--- config.mk ---
export PLATFORM = sky130hd
export DESIGN_NAME = div_sfx_ufx_seq
export DESIGN_NICKNAME = d
export VERILOG_FILES = /design/src/rtl/div_sfx_ufx_seq.sv
export SDC_FILE = /design/constraint.sdc
export NUM_CORES = 1
export LEC_CHECK = 0
export CAP_MARGIN = 20
export CORE_MARGIN = 2
export CORE_UTILIZATION = 40
export CTS_CLUSTER_SIZE = 20
export DETAILED_ROUTE_END_ITERATION = 10
export MAX_ROUTING_LAYER = met4
export PLACE_DENSITY_LB_ADDON = 0.05
export SYNTH_ARGS = -nofsm -noshare
export SYNTH_HDL_FRONTEND = slang
export SYNTH_SLANG_ARGS = --single-unit
--- constraint.sdc ---
create_clock -name clk -period 6.8 [get_ports clk]
set_input_delay 0.68 -clock clk [delete_from_list [all_inputs] [get_ports clk]]
set_output_delay 0.68 -clock clk [all_outputs]
set_load 0.01 [all_outputs]
--- src/rtl/div_sfx_ufx_seq.sv ---
// Signed 32-bit fixed-point / unsigned 8-bit radix-2 restoring divider, one quotient bit per clock.
// Latency 33 clocks start-to-done (1 for divide-by-zero); start is ignored while busy, nothing is queued.
module div_sfx_ufx_seq #(
  parameter int SW = 32,
  parameter int UW = 8
) (
  input  logic          clk,
  input  logic          rst_n,
  input  logic          start,
  input  logic [SW-1:0] sdata,
  input  logic [UW-1:0] udata,
  output logic          busy,
  output logic          done,
  output logic [SW-1:0] result,
  output logic [UW:0]   remainder,
  output logic          div_zero
);

  localparam int CW = $clog2(SW + 1);

  typedef enum logic [1:0] {S_IDLE, S_CALC, S_DONE} state_t;

  state_t        r_state;
  state_t        w_next;
  logic          r_neg;
  logic          r_dz;
  logic [SW-1:0] r_mag;
  logic [UW-1:0] r_div;
  logic [UW-1:0] r_part;
  logic [CW-1:0] r_cnt;
  logic [SW-1:0] r_result;
  logic [UW:0]   r_rem;
  logic          r_div_zero;

  logic [UW:0]   w_shift;
  logic          w_ge;
  logic [UW-1:0] w_diff;
  logic          w_last;

  // Partial remainder stays below the divisor, so UW bits hold it between steps.
  assign w_shift = {r_part, r_mag[SW-1]};
  assign w_ge    = (w_shift >= {1'b0, r_div});
  assign w_diff  = w_shift[UW-1:0] - r_div;
  assign w_last  = (r_cnt == CW'(SW));

  always_ff @(posedge clk) begin
    if (!rst_n) r_state <= S_IDLE;
    else        r_state <= w_next;
  end

  always_comb begin
    w_next = r_state;
    case (r_state)
      S_IDLE:  if (start) w_next = S_CALC;
      S_CALC:  if (w_last) w_next = S_DONE;
      S_DONE:  w_next = S_IDLE;
      default: w_next = S_IDLE;
    endcase
  end

  always_comb begin
    busy = (r_state != S_IDLE);
    done = (r_state == S_DONE);
  end

  // Divide-by-zero preloads the count so the next edge publishes straight away.
  always_ff @(posedge clk) begin
    if (!rst_n) begin
      r_neg      <= 1'b0;
      r_dz       <= 1'b0;
      r_mag      <= '0;
      r_div      <= '0;
      r_part     <= '0;
      r_cnt      <= '0;
      r_result   <= '0;
      r_rem      <= '0;
      r_div_zero <= 1'b0;
    end else begin
      case (r_state)
        S_IDLE: if (start) begin
          r_neg  <= sdata[SW-1];
          r_mag  <= sdata[SW-1] ? -sdata : sdata;
          r_div  <= udata;
          r_part <= '0;
          r_dz   <= (udata == '0);
          r_cnt  <= (udata == '0) ? CW'(SW) : '0;
        end
        S_CALC: if (w_last) begin
          r_div_zero <= r_dz;
          if (r_dz) begin
            r_result <= r_neg ? {1'b1, {(SW-1){1'b0}}} : {1'b0, {(SW-1){1'b1}}};
            r_rem    <= '0;
          end else begin
            r_result <= r_neg ? -r_mag : r_mag;
            r_rem    <= r_neg ? -{1'b0, r_part} : {1'b0, r_part};
          end
        end else begin
          r_part <= w_ge ? w_diff : w_shift[UW-1:0];
          r_mag  <= {r_mag[SW-2:0], w_ge};
          r_cnt  <= r_cnt + CW'(1);
        end
        default: ;
      endcase
    end
  end

  assign result    = r_result;
  assign remainder = r_rem;
  assign div_zero  = r_div_zero;

endmodule

-- Word-level counts from Yosys, hierarchy flattened
Index checks and enable logic that the tools add are counted.
- add/subtract/negate cells: 5
- order comparisons: 1
- eq/ne operators: 6
- multiplexer cells: 20
- reduce and logical (&&, ||, !) cells: 8
- operators by type and width (operator ; number):
    two-way mux 32 bit ; 6
    negator 32 bit ; 2
    case mux 32 bit (2 select lines) ; 1
    two-way mux 8 bit ; 3
    two-way mux 6 bit ; 3
    two-way mux 9 bit ; 2
    case mux 8 bit (2 select lines) ; 1
    case mux 6 bit (2 select lines) ; 1
    >= comparator 9 x 8 -> 1 bit ; 1
    negator 8 -> 9 bit ; 1
    zero test 8 bit ; 1
    subtractor 8 bit ; 1
    adder 6 x 1 -> 6 bit (second input constant) ; 1
    == test 6 bit (second input constant) ; 1
    != test 2 bit (second input constant) ; 3
    AND reduction 2 bit ; 3
    two-way mux 2 bit ; 2
    case mux 2 bit (2 select lines) ; 1
    nonzero test 2 bit ; 2
    AND reduction 3 bit ; 1
    == test 2 x 1 -> 1 bit (second input constant) ; 1
    == test 2 bit (second input constant) ; 1
    zero test 2 bit ; 1
- bits in registers: 100
- input port bits: 43
- output and inout port bits: 44

-- Depth between registers and ports, before layout
- word-level depth: 4
- gate-level depth with buffers: 9

-- Least setup slack after synthesis
Ideal clock, no wire load.
- path kind: input to register
- from: input port sdata[0]
- to: register r_mag[14]
- library setup time: 139 ps
- arrival time: 2502 ps
- required time: 6661 ps
- setup slack: 4159 ps
- stages: 7
- cell sequence: inv_1 ha_1 or3b_2 clkbuf_1 or4_2 o31ai_1 o221ai_1
- cells in the longest elaborated chain, start to end: 4
- RTL lines (item ; RTL line ; text):
    start, declared ; 10 ; input logic [SW-1:0] sdata,
    negator 32 bit ; 82 ; r_mag <= sdata[SW-1] ? -sdata : sdata;
    two-way mux 32 bit ; 82 ;
    two-way mux 32 bit ; 80 ; S_IDLE: if (start) begin
    case mux 32 bit (2 select lines) ; 79 ; case (r_state)
    end signal, assigned ; 82 ;
    end signal, assigned ; 99 ; r_mag <= {r_mag[SW-2:0], w_ge};
    end, declared ; 27 ; logic [SW-1:0] r_mag;
Every way passes these cells. The select of a mux whose other input is x is not followed.
A chain may end at the register's enable or synchronous reset.

-- Worst setup path in the final report
Same ends and word-level chain as after synthesis.

==> results.tsv <==
stage	metric	value	unit
sta	hold_ws	0.451	ns
yosys	ys.flop_type	dfxtp_1	
min_path	whs_path_depth	2	
run_status	status	complete, no violations	
global_route	overflow	0	
sta	fin_worst_skew	0.0135	ns
global_route	grt_max_degree	77	
place	dp_hpwl	13.0	mm
setup_path	cp_max_fo	6	
floorplanning	rows	45	
cells_and_area	stdcell_area	7490	um2
cells_and_area	post-route-util	49.3	%
sta	drv_slew	0	
setup_path	cp.arrival	3.15	ns
pwr	leakage	2.57	nW
global_route	grt_antenna_before_repair	0	
cells_and_area	nets	902	
setup_path	end_kind	flip-flop	
yosys	synth.cell_area	6220	um2
yosys	avgSynthCellArea	7.76	um2
clocking	clock_latency	0.36	ns
drt	num_vias	6248	
floorplanning	die_w	129	um
setup_path	required	7.00	ns
floorplanning	core	15200	um2
sta	rsz0062_at_grt	no	
pwr	powerDensity	222	nW/um2
sta	worst_pin_slew	0.875	ns
yosys	syn_nets	858	
cells_and_area	diodes	0	
setup_path	cp-start-kind	input port	
yosys	async_reset_ff_share	0	%
clocking	cts_root_buf	clkbuf_16	
global_route	grt_pass1_wl	30.0	mm
floorplanning	die_h	129	um
drt	wirelength	18.6	mm
clocking	holdBufCountCts	0	
drt	wl_per_cell	17.9	um
drt	drtIter0Drc	561	
setup_path	r2r_cells	6	
clocking	cts_resized	0	
clocking	cts_inserted_buffers	9	
sta	period_share	43.4	%
setup_path	slowest_stage	or4_2	
yosys	yosys_warnings	0	
place	io_buffers	86	
yosys	yosysSeqAreaShare	32.2	%
sta	max_freq	338	MHz
cells_and_area	drive_gt1_share	5.65	%
sta	period_needed	2.95	ns
floorplanning	initial_utilization	40.9	%
setup_path	worstSetupPathType	input port to flip-flop	
yosys	ys_ff_latch	100	
clocking	cts_setup_buffers	0	
cells_and_area	area_growth	20.5	%
clocking	numClockSinks	100	
floorplanning	num_io_pins	87	
sta	slew_headroom	40.9	%
sta	hold_viol	0	
yosys	synthDistinctLibCells	63	
flow_run	max_cap_violations	0	
global_route	grt_pass1_vias	5697	
sta	final-setup-viol-count	0	
pwr	ir_drop	0.000123	V
drt	viasPerCell	6.02	
setup_path	path_depth	7	
drt	post-route-drc-count	0	
clocking	htreeDepth	3	
yosys	synth_edf_count	0	
setup_path	max_stage_delay	0.73	ns
setup_path	worstPathCellList	clkdlybuf4s50_1 > inv_1 > ha_1 > or3b_2 > or4_2 > o31ai_1 > o221ai_1	
setup_path	cpLargestDelayFamily	simple AND/OR/NAND/NOR gates	
drt	dr.pass1.iters	5	
clocking	ctsLongestPathBuffers	2	
sta	tns	0	ns
floorplanning	dieArea	16600	um2
setup_path	critPathBufInv	2	
clocking	clkTransAtPathRegs	0.07	ns
min_path	hold_path.class	flip-flop to flip-flop	
clocking	cts_tree	done	
drt	ant_nets	0	
place	dpl-instance-area	7150	um2
place	gp_congestion	0.881	
yosys	synthCells	801	
global_route	grt_use_total	23.2	%
[power breakdown]
part           leakage [nW]  switching, mW  total, mW  internal (mW)
clock                 0.169          0.226      0.578          0.352
combinational          1.58          0.247      0.417          0.170
sequential            0.813         0.0549      0.669          0.614
[cells in the mapped netlist (8+ instances only)]
master | n | area share (%)
nor2_1 | 67 | 4.0
mux2i_1 | 16 | 2.6
xor2_1 | 27 | 3.8
a21oi_1 | 65 | 5.2
nand3_1 | 20 | 1.6
nor3_1 | 30 | 2.4
ha_1 | 13 | 2.6
o22ai_1 | 23 | 2.3
clkbuf_1 | 55 | 3.3
a211o_1 | 9 | 1.3
nor4_1 | 16 | 1.6
o21ai_0 | 48 | 3.9
o31ai_1 | 12 | 1.4
dfxtp_1 | 100 | 32
xnor2_1 | 10 | 1.4
a22oi_1 | 19 | 2.3
nor2b_1 | 13 | 1.3
and3_1 | 8 | 0.80
or3_1 | 19 | 1.9
nand4_1 | 10 | 1.0
inv_1 | 23 | 1.4
o41ai_1 | 13 | 1.8
nand2_1 | 57 | 3.4
or4_1 | 8 | 0.97
nand4b_1 | 9 | 1.3
[tightest hold or removal path, cell delays in order (launching register included)]
cell	delay, ns
dfxtp_1	0.31
nand2_1	0.05
a21oi_1	0.05
[sequential cells by signal (all words and copies together), names as in the netlist]
register	count
div_zero	1
r_state	2
remainder	9
r_div	8
r_neg	1
result	32
r_cnt	6
r_mag	32
r_dz	1
r_part	8
[through the flow]
step | instances | total power [mW] | setup slack [ns]
floorplan | 801 | 0.963 | 4.16
global placement | 1021 | 1.08 | 3.58
detailed placement | 1021 | 1.09 | 3.48
CTS | 1037 | 1.67 | 3.85
global route | 1038 | 1.74 | 3.73
finish | 1038 | 1.66 | 3.85
[cell usage in the layout (no fill, tap or decap), types with 5 or more instances in the layout]
cell type and count:
nand4_1 10, ha_1 13, o21ai_0 47, nand4b_1 9, clkbuf_16 9, o211ai_1 7
mux2i_1 16, nand2_1 57, o41ai_1 13, nor2_1 65, dfxtp_1 100, nor3_1 29
nor4_1 16, a31oi_1 5, xor2_1 27, nand3_1 20, a21oi_1 65, o21a_1 6
a211o_1 9, nor2b_1 13, o221ai_1 6, a211oi_1 5, inv_1 22, o31ai_1 12
buf_4 12, o22ai_1 23, or4_1 8, a22o_1 7, xnor2_1 10, and3_1 8
clkdlybuf4s50_1 86, nand2b_1 7, or2_2 5, or3_1 19, a22oi_1 19
[cell type report]
type / count / area, um2
sequential: 100 / 2000
inverter: 23 / 86.3
clock inverter: 4 / 70.1
fill: 1517 / 7710
timing repair buffer: 98 / 951
multi-input combinational: 613 / 3880
tap: 188 / 235
clock buffer: 12 / 267
[worst paths after layout]
path	endpoint	slack (ns)	startpoint
setup / recovery	r_mag[14]	3.85	sdata[0]
hold / removal	remainder[0]	0.45	remainder[0]
setup reg to reg	r_part[1]	4.05	r_part[3]
hold reg to reg	remainder[0]	0.45	remainder[0]
[kinds of logic after synthesis]
logic type / count (synthesis) / synth area share, %
muxes: 16 / 2.57
and+or+nand+nor: 293 / 24.8
AOI/OAI and AO/OA: 253 / 26.7
xor gates and xnor gates: 37 / 5.21
adders and majority gates: 14 / 2.94
buffers and inverters: 88 / 5.55
DFF: 100 / 32.2
[layer usage]
| metal | GRT usage [%] | up-vias | part of all wire (%) |
|---|---|---|---|
| met4 | 5.63 | 0 | 1.0 |
| met1 | 34.5 | 2927 | 50 |
| met2 | 33.1 | 208 | 43 |
| li1 | - | 3096 | - |
| met3 | 3.28 | 17 | 6.1 |
| met5 | - | - | 0 |
(Power assumes the default switching activity.)
